===== src/rtl/network_feeder_if.sv =====
// Bundles the word stream, the input-frame bus and the teacher-frame bus of network_feeder.
// The master modport is the feeder's view; the slave modport is the host/network side.
interface network_feeder_if #(
  parameter int NI  = 4,
  parameter int NH1 = 6,
  parameter int NO  = 7,
  parameter int WF  = 8
);
  localparam int WT = $clog2(NH1) + 1 + WF;

  logic                iMode;
  logic                iValid_AM_Word;
  logic                oReady_AM_Word;
  logic [WT-1:0]       iData_AM_Word;

  logic                oValid_BM_Input;
  logic                iReady_BM_Input;
  logic [NI*WF-1:0]    oData_BM_Input;

  logic                oValid_BM_Teacher;
  logic                iReady_BM_Teacher;
  logic [NO*WT-1:0]    oData_BM_Teacher;

  modport master (
    input  iMode,
    input  iValid_AM_Word,
    output oReady_AM_Word,
    input  iData_AM_Word,
    output oValid_BM_Input,
    input  iReady_BM_Input,
    output oData_BM_Input,
    output oValid_BM_Teacher,
    input  iReady_BM_Teacher,
    output oData_BM_Teacher
  );

  modport slave (
    output iMode,
    output iValid_AM_Word,
    input  oReady_AM_Word,
    output iData_AM_Word,
    input  oValid_BM_Input,
    output iReady_BM_Input,
    input  oData_BM_Input,
    input  oValid_BM_Teacher,
    output iReady_BM_Teacher,
    input  oData_BM_Teacher
  );
endinterface


===== src/rtl/network_feeder.sv =====
// Deserialises a narrow word stream into an input frame (plus a teacher frame in training mode).
// Optional frame counter port oFrameCount is enabled by defining NETWORK_FEEDER_FRAMECNT_EN.
module network_feeder #(
  parameter int NI  = 4,
  parameter int NH1 = 6,
  parameter int NO  = 7,
  parameter int WF  = 8
) (
  input  logic        iCLK,
  input  logic        iRST,
`ifdef NETWORK_FEEDER_FRAMECNT_EN
  output logic [15:0] oFrameCount,
`endif
  network_feeder_if.master bus
);
  localparam int WT   = $clog2(NH1) + 1 + WF;
  localparam int NMAX = (NI > NO) ? NI : NO;
  localparam int CW   = $clog2(NMAX) + 1;

  localparam logic [1:0] S_IN  = 2'd0;
  localparam logic [1:0] S_TCH = 2'd1;
  localparam logic [1:0] S_OUT = 2'd2;

  logic [1:0]       state_q, state_d;
  logic [CW-1:0]    cnt_q, cnt_d;
  logic             mode_q, mode_d;
  logic             vin_q, vin_d;
  logic             vtch_q, vtch_d;
  logic [NI*WF-1:0] in_buf_q, in_buf_d;
  logic [NO*WT-1:0] tch_buf_q, tch_buf_d;

  logic word_ready;
  logic word_acc;
  logic frame_mode;

  // Ready is gated by reset combinationally so upstream never sees it high while resetting.
  assign word_ready = !iRST && (state_q != S_OUT);
  assign word_acc   = bus.iValid_AM_Word && word_ready;
  // The first word of a frame decides its mode; later iMode changes are ignored.
  assign frame_mode = (cnt_q == '0) ? bus.iMode : mode_q;

  always_comb begin
    // NOTE: every next-state signal gets a default first so no path leaves it unassigned (no latch).
    state_d   = state_q;
    cnt_d     = cnt_q;
    mode_d    = mode_q;
    vin_d     = vin_q;
    vtch_d    = vtch_q;
    in_buf_d  = in_buf_q;
    tch_buf_d = tch_buf_q;

    case (state_q)
      S_IN: begin
        if (word_acc) begin
          for (int k = 0; k < NI; k++) begin
            if (cnt_q == CW'(k)) in_buf_d[k*WF +: WF] = bus.iData_AM_Word[WF-1:0];
          end
          mode_d = frame_mode;
          if (cnt_q == CW'(NI - 1)) begin
            cnt_d = '0;
            if (frame_mode) begin
              state_d = S_TCH;
            end else begin
              state_d = S_OUT;
              vin_d   = 1'b1;
              vtch_d  = 1'b0;
            end
          end else begin
            cnt_d = cnt_q + 1'b1;
          end
        end
      end

      S_TCH: begin
        if (word_acc) begin
          for (int k = 0; k < NO; k++) begin
            if (cnt_q == CW'(k)) tch_buf_d[k*WT +: WT] = bus.iData_AM_Word;
          end
          if (cnt_q == CW'(NO - 1)) begin
            cnt_d   = '0;
            state_d = S_OUT;
            vin_d   = 1'b1;
            vtch_d  = 1'b1;
          end else begin
            cnt_d = cnt_q + 1'b1;
          end
        end
      end

      S_OUT: begin
        // Each bus retires on its own handshake; collection resumes once both are retired.
        if (vin_q && bus.iReady_BM_Input)    vin_d  = 1'b0;
        if (vtch_q && bus.iReady_BM_Teacher) vtch_d = 1'b0;
        if (!vin_d && !vtch_d)               state_d = S_IN;
      end

      default: begin
        state_d = S_IN;
        cnt_d   = '0;
        vin_d   = 1'b0;
        vtch_d  = 1'b0;
      end
    endcase
  end

  always_ff @(posedge iCLK) begin
    // NOTE: sequential state uses non-blocking assignments so all registers update from pre-edge values.
    if (iRST) begin
      state_q   <= S_IN;
      cnt_q     <= '0;
      mode_q    <= 1'b0;
      vin_q     <= 1'b0;
      vtch_q    <= 1'b0;
      // NOTE: frame buffers are reset too, so outputs read as zero before the first frame.
      in_buf_q  <= '0;
      tch_buf_q <= '0;
    end else begin
      state_q   <= state_d;
      cnt_q     <= cnt_d;
      mode_q    <= mode_d;
      vin_q     <= vin_d;
      vtch_q    <= vtch_d;
      in_buf_q  <= in_buf_d;
      tch_buf_q <= tch_buf_d;
    end
  end

  assign bus.oReady_AM_Word    = word_ready;
  assign bus.oValid_BM_Input   = vin_q;
  assign bus.oData_BM_Input    = in_buf_q;
  assign bus.oValid_BM_Teacher = vtch_q;
  assign bus.oData_BM_Teacher  = tch_buf_q;

`ifdef NETWORK_FEEDER_FRAMECNT_EN
  logic        frame_done;
  logic [15:0] frame_cnt_q;

  // A frame counts when its last outstanding output handshake completes.
  assign frame_done = (state_q == S_OUT) && !vin_d && !vtch_d;

  always_ff @(posedge iCLK) begin
    if (iRST)            frame_cnt_q <= '0;
    else if (frame_done) frame_cnt_q <= frame_cnt_q + 16'd1;
  end

  assign oFrameCount = frame_cnt_q;
`endif
endmodule


===== src/flat_wrapper.sv =====
// flat-port wrapper written by rule: the top's interface ports become plain ports
module network_feeder_flat 
#(
  parameter int NI  = 4,
  parameter int NH1 = 6,
  parameter int NO  = 7,
  parameter int WF  = 8
)
  (iCLK, iRST, bus_iMode, bus_iValid_AM_Word, bus_oReady_AM_Word, bus_iData_AM_Word, bus_oValid_BM_Input, bus_iReady_BM_Input, bus_oData_BM_Input, bus_oValid_BM_Teacher, bus_iReady_BM_Teacher, bus_oData_BM_Teacher);
  network_feeder_if #(.NI(NI), .NH1(NH1), .NO(NO), .WF(WF)) bus_i ();
  input  logic iCLK;
  input  logic iRST;
  input wire logic [$bits(bus_i.iMode)-1:0] bus_iMode;
  input wire logic [$bits(bus_i.iValid_AM_Word)-1:0] bus_iValid_AM_Word;
  output wire logic [$bits(bus_i.oReady_AM_Word)-1:0] bus_oReady_AM_Word;
  input wire logic [$bits(bus_i.iData_AM_Word)-1:0] bus_iData_AM_Word;
  output wire logic [$bits(bus_i.oValid_BM_Input)-1:0] bus_oValid_BM_Input;
  input wire logic [$bits(bus_i.iReady_BM_Input)-1:0] bus_iReady_BM_Input;
  output wire logic [$bits(bus_i.oData_BM_Input)-1:0] bus_oData_BM_Input;
  output wire logic [$bits(bus_i.oValid_BM_Teacher)-1:0] bus_oValid_BM_Teacher;
  input wire logic [$bits(bus_i.iReady_BM_Teacher)-1:0] bus_iReady_BM_Teacher;
  output wire logic [$bits(bus_i.oData_BM_Teacher)-1:0] bus_oData_BM_Teacher;
  assign bus_i.iMode = bus_iMode;
  assign bus_i.iValid_AM_Word = bus_iValid_AM_Word;
  assign bus_oReady_AM_Word = bus_i.oReady_AM_Word;
  assign bus_i.iData_AM_Word = bus_iData_AM_Word;
  assign bus_oValid_BM_Input = bus_i.oValid_BM_Input;
  assign bus_i.iReady_BM_Input = bus_iReady_BM_Input;
  assign bus_oData_BM_Input = bus_i.oData_BM_Input;
  assign bus_oValid_BM_Teacher = bus_i.oValid_BM_Teacher;
  assign bus_i.iReady_BM_Teacher = bus_iReady_BM_Teacher;
  assign bus_oData_BM_Teacher = bus_i.oData_BM_Teacher;
  network_feeder #(.NI(NI), .NH1(NH1), .NO(NO), .WF(WF)) u_core (.iCLK(iCLK), .iRST(iRST), .bus(bus_i));
endmodule

===== config.mk =====
export PLATFORM = sky130hd
export DESIGN_NAME = network_feeder_flat
export DESIGN_NICKNAME = d
export VERILOG_FILES = /design/src/rtl/network_feeder_if.sv /design/src/rtl/network_feeder.sv /design/src/flat_wrapper.sv
export SDC_FILE = /design/constraint.sdc
export NUM_CORES = 1
export LEC_CHECK = 0
export CAP_MARGIN = 30
export CORE_MARGIN = 8
export CORE_UTILIZATION = 31
export CTS_CLUSTER_SIZE = 14
export DETAILED_ROUTE_END_ITERATION = 10
export GPL_TIMING_DRIVEN = 0
export SLEW_MARGIN = 20
export SYNTH_ARGS = -nofsm -noshare
export SYNTH_HDL_FRONTEND = slang
export SYNTH_SLANG_ARGS = --single-unit

===== constraint.sdc =====
create_clock -name iCLK -period 4.5 [get_ports iCLK]
set_input_delay 0.9 -clock iCLK [delete_from_list [all_inputs] [get_ports iCLK]]
set_output_delay 0.9 -clock iCLK [all_outputs]
set_load 0.01 [all_outputs]

== Word level (Yosys, flattened, before mapping) ==
Index checks and enable logic that the tools add are counted.

* Add/sub/neg operators: 1
* Equal/unequal tests: 15
* Mux-type cells: 27
* Bitwise logic cells: 1
* Reduce and logical (&&, ||, !) cells: 25

{| class="wikitable"
|+ Operator list
! cell !! count
|-
| $reduce_and A3 Y1 || 12
|-
| $mux W4 || 4
|-
| $mux W1 || 13
|-
| $eq A4 B3 Y1 const B || 3
|-
| $mux W2 || 6
|-
| $pmux W4 S3 || 1
|-
| $ne A2 B1 Y1 const B || 5
|-
| $reduce_and A5 Y1 || 2
|-
| $eq A4 B2 Y1 const B || 2
|-
| $pmux W1 S3 || 2
|-
| $pmux W2 S3 || 1
|-
| $logic_and A1 B1 Y1 || 5
|-
| $add A4 B1 Y4 const B || 1
|-
| $eq A4 B1 Y1 const B || 1
|-
| $logic_not A4 Y1 || 1
|-
| $ne A2 B2 Y1 const B || 2
|-
| $logic_not A1 Y1 || 3
|-
| $eq A2 B1 Y1 const B || 1
|-
| $eq A2 B2 Y1 const B || 1
|-
| $logic_not A2 Y1 || 1
|-
| $reduce_and A2 Y1 || 1
|-
| $not A1 Y1 || 1
|}

* Bits in registers: 125
* Input port bits: 18
* Output and inout bits: 119

== Depth between registers and ports, before layout ==
* Depth in word-level cells: 7
* Gate-level depth with buffers: 8
* Depth with buffers taken out: 6

== Least setup slack after synthesis ==
Ideal clock, no wire load.

* Path kind: input to output
* Start: input port iRST
* End: output port bus_oReady_AM_Word
* Arrival: 1.548 ns
* Required time: 3.600 ns
* Path slack: 2.052 ns
* Stages: 3
* Cell sequence: clkbuf_1 -> buf_1 -> nor2_1

* Word-level cells in the longest chain between the ends: 2

{| class="wikitable"
|+ Ends and longest elaborated chain
! what !! line !! RTL
|-
| start: declaration || flat_wrapper.sv:12 || <nowiki>input logic iRST;</nowiki>
|-
| $logic_not A1 Y1 || network_feeder.sv:37 || <nowiki>assign word_ready = !iRST && (state_q != S_OUT);</nowiki>
|-
| $logic_and A1 B1 Y1 || network_feeder.sv:37 ||
|-
| end: declaration || flat_wrapper.sv:15 || <nowiki>output wire logic [$bits(bus_i.oReady_AM_Word)-1:0] bus_oReady_AM_Word;</nowiki>
|}

Every way passes these cells.

== Final worst setup path ==
Same ends and word-level chain as after synthesis.

==> results.yml <==
floorplan:
  start_util_pct: 31.6
  rows: 45
  dieWidth_microns: 141
  io_pins: 137
  core_area_sq_um: 15200
  die_y_microns: 141
  die_area_sq_um: 19700
clocking:
  clk_latency_ns: 0.41
  clk_pin_slew_worst_paths_ns: 0.05
  post-cts-setup-buffer-count: 0
  cts_buffers: 17
  h-tree-depth: 4
  cts_tree: "yes"
  clock-sinks: 125
  cts_hold_buf: 0
  clockBufferDepth: 2
  ctsResizeCount: 0
  root_buffer: "clkbuf_16"
global_routing:
  grt_pass1_vias: 3970
  grt_antenna_before_repair: 0
  grt_overflow_total: 0
  grtUsageMet1_pct: 18.4
  grt_max_degree: 17
  globalRouteMet3Util_pct: 6.49
  gr-usage-met2_pct: 25.0
  grt_busiest_layer: "met2"
  grt_first_pass_wirelength_mm: 23.3
  grt_usage_pct: 15.7
critical_path:
  crit_path_start: "iRST"
  cp-end-kind: "output pin"
  worstPathArrival_ns: 2.97
  cp-start-kind: "primary input"
  cp.required_ns: 3.60
  worstPathMaxFanout: 10
  worstReg2RegStart: "u_core.state_q[0]$_SDFFE_PP0P_"
  crit_type: "in2out"
route:
  drc: 0
  first_iter_violations: 261
  viasPerCell: 4.77
  ant_nets: 0
  post_drt_wl_per_cell_microns: 18.3
  first_pass_iters: 4
  num_vias: 3979
  finalWirelength_mm: 15.3
pwr:
  powerDensity_nw_per_um2: 372
  ir_worst_vdd_v: 0.000264
  total_power_mw: 2.60
  p_leak_nw: 3.24
cells_and_area:
  n_antenna_cell: 0
  drive_above_1_share_pct: 6.49
  stdcell_count: 835
  area_growth_pct: 45.2
  final_nets: 662
logic_synthesis:
  synth_ff_type: "dfxtp_1"
  seq_area_frac_synth_pct: 52.1
  ys_seq_elements: 125
  synth.net_count: 507
  synth_cells: 481
  ys_warn_count: 0
  async_reset_ff_share_pct: 0
  synth-edff-count: 0
  synth_area_sq_um: 4810
  ys_types: 38
  syn_avg_cell_area_sq_um: 9.99
placed_design:
  gp_congestion: 0.784
  dp_cells: 805
  dp_hpwl_mm: 11.0
  io_buffers: 136
timing:
  finalCritPeriodShare_pct: 86.0
  rsz0062_at_grt: "no"
  setup_viol: 0
  setup_tns_ns: 0
  max_freq_mhz: 258
  slew_viol_final: 0
  finalHoldViolations: 0
  max-slew-margin-rel_pct: 40.6
  tightest_slew_ns: 0.891
  fin_crit_ns: 3.87
  skew_ns: 0.00605
hold_path:
  min_path_type: "reg2reg"
  hp-start: "u_core.bus.oData_BM_Teacher[4]$_SDFFE_PP0P_"
run_status:
  status: "finished, final reports clean"
run:
  max_cap_viol_count: 0
Yosys cell counts, types with 3 or more instances:
| master | number | share of area (%) |
|---|---|---|
| a21oi_1 | 18 | 1.9 |
| buf_2 | 8 | 0.83 |
| clkbuf_1 | 24 | 1.9 |
| dfxtp_1 | 125 | 52 |
| ha_1 | 8 | 2.1 |
| inv_1 | 6 | 0.47 |
| mux2i_1 | 107 | 22 |
| nand2_1 | 16 | 1.2 |
| nand3_1 | 21 | 2.2 |
| nand4_1 | 3 | 0.39 |
| nor2_1 | 107 | 8.4 |
| o21ai_0 | 3 | 0.31 |
report_power, final:
part / leakage [nW] / internal (mW) / total, mW / switching [mW]
registers: 1.01 / 1.12 / 1.12 / 0.00695
logic: 1.94 / 0.0559 / 0.145 / 0.0893
clock network: 0.285 / 0.863 / 1.33 / 0.463
metal layers:
metal	wire, microns	up-vias
met3	1200	18
met5	0	-
met1	6600	1900
li1	-	1943
met4	251	0
met2	7260	118
final timing paths:
check	slack, ns	endpoint	cells past startpoint
min reg2reg	0.45	u_core.bus.oData_BM_Teacher[4]$_SDFFE_PP0P_	2
max	0.63	bus_oReady_AM_Word	5
min	0.45	u_core.bus.oData_BM_Teacher[4]$_SDFFE_PP0P_	2
max reg2reg	2.14	u_core.bus.oData_BM_Input[13]$_SDFFE_PP0P_	7
stage by stage:
step | util, % | worst slack, ns | hold WS, ns | area [sq um]
after global routing | 45.9 | 0.515 | 0.473 | 6980
after global placement | 42.1 | 0.661 | 0.447 | 6400
after CTS | 45.9 | 0.650 | 0.459 | 6980
final | 45.9 | 0.631 | 0.454 | 6980
after floorplan | - | 2.05 | 0.481 | 4810
after detailed placement | 42.1 | 0.638 | 0.451 | 6400
cell usage in the layout, fill, tap and decap left out, types with 2 or more instances in the layout:
master and instances:
nand3b_1 2, nand4_1 3, a21oi_1 18, nand3_1 21
nand2b_1 2, a211o_1 2, clkinv_2 4, inv_1 6
nor2b_1 2, clkbuf_16 17, nand2_1 16, nor2_1 107
clkdlybuf4s50_1 136, o21ai_0 3, ha_1 8, dfxtp_1 125
buf_1 2, o21bai_1 2, or4b_1 2, bufinv_16 2
mux2i_1 107, clkbuf_1 26, buf_4 2, clkbuf_8 4
nor3b_1 2, buf_2 8
state kept, by name (all words and copies together), names as in the netlist:
name                          flops
u_core.bus.oValid_BM_Input        1
u_core.bus.oData_BM_Input        32
u_core.bus.oValid_BM_Teacher      1
u_core.state_q                    2
u_core.cnt_q                      4
u_core.mode_q                     1
u_core.bus.oData_BM_Teacher      84
worst max-delay path, stage by stage:
cell and delay, ns:
clkdlybuf4s50_1 0.53, clkbuf_1 0.52, buf_1 0.42, nor2_1 0.07, clkdlybuf4s50_1 0.51
cell type report:
cell class	instances	area, sq um
flip-flops and latches	125	2500
multi-input cells	314	2130
inverters	6	22.5
well taps	188	235
fillers	1450	8220
repair buffers	136	1360
clock inverters	7	87.6
plain buffers	36	153
clock buffers	23	488
logic make-up (layout without fill, tap and decap cells):
logic type / Yosys count / count (layout) / synth area share [%]
and+or+nand+nor: 165 / 165 / 15.5
DFF: 125 / 125 / 52.1
muxes: 107 / 107 / 22.3
buffers and inverters: 42 / 208 / 3.64
AOI/OAI and AO/OA: 34 / 34 / 4.45
adders and majority gates: 8 / 8 / 2.08
Note: power is estimated with default switching activity, not from simulation.
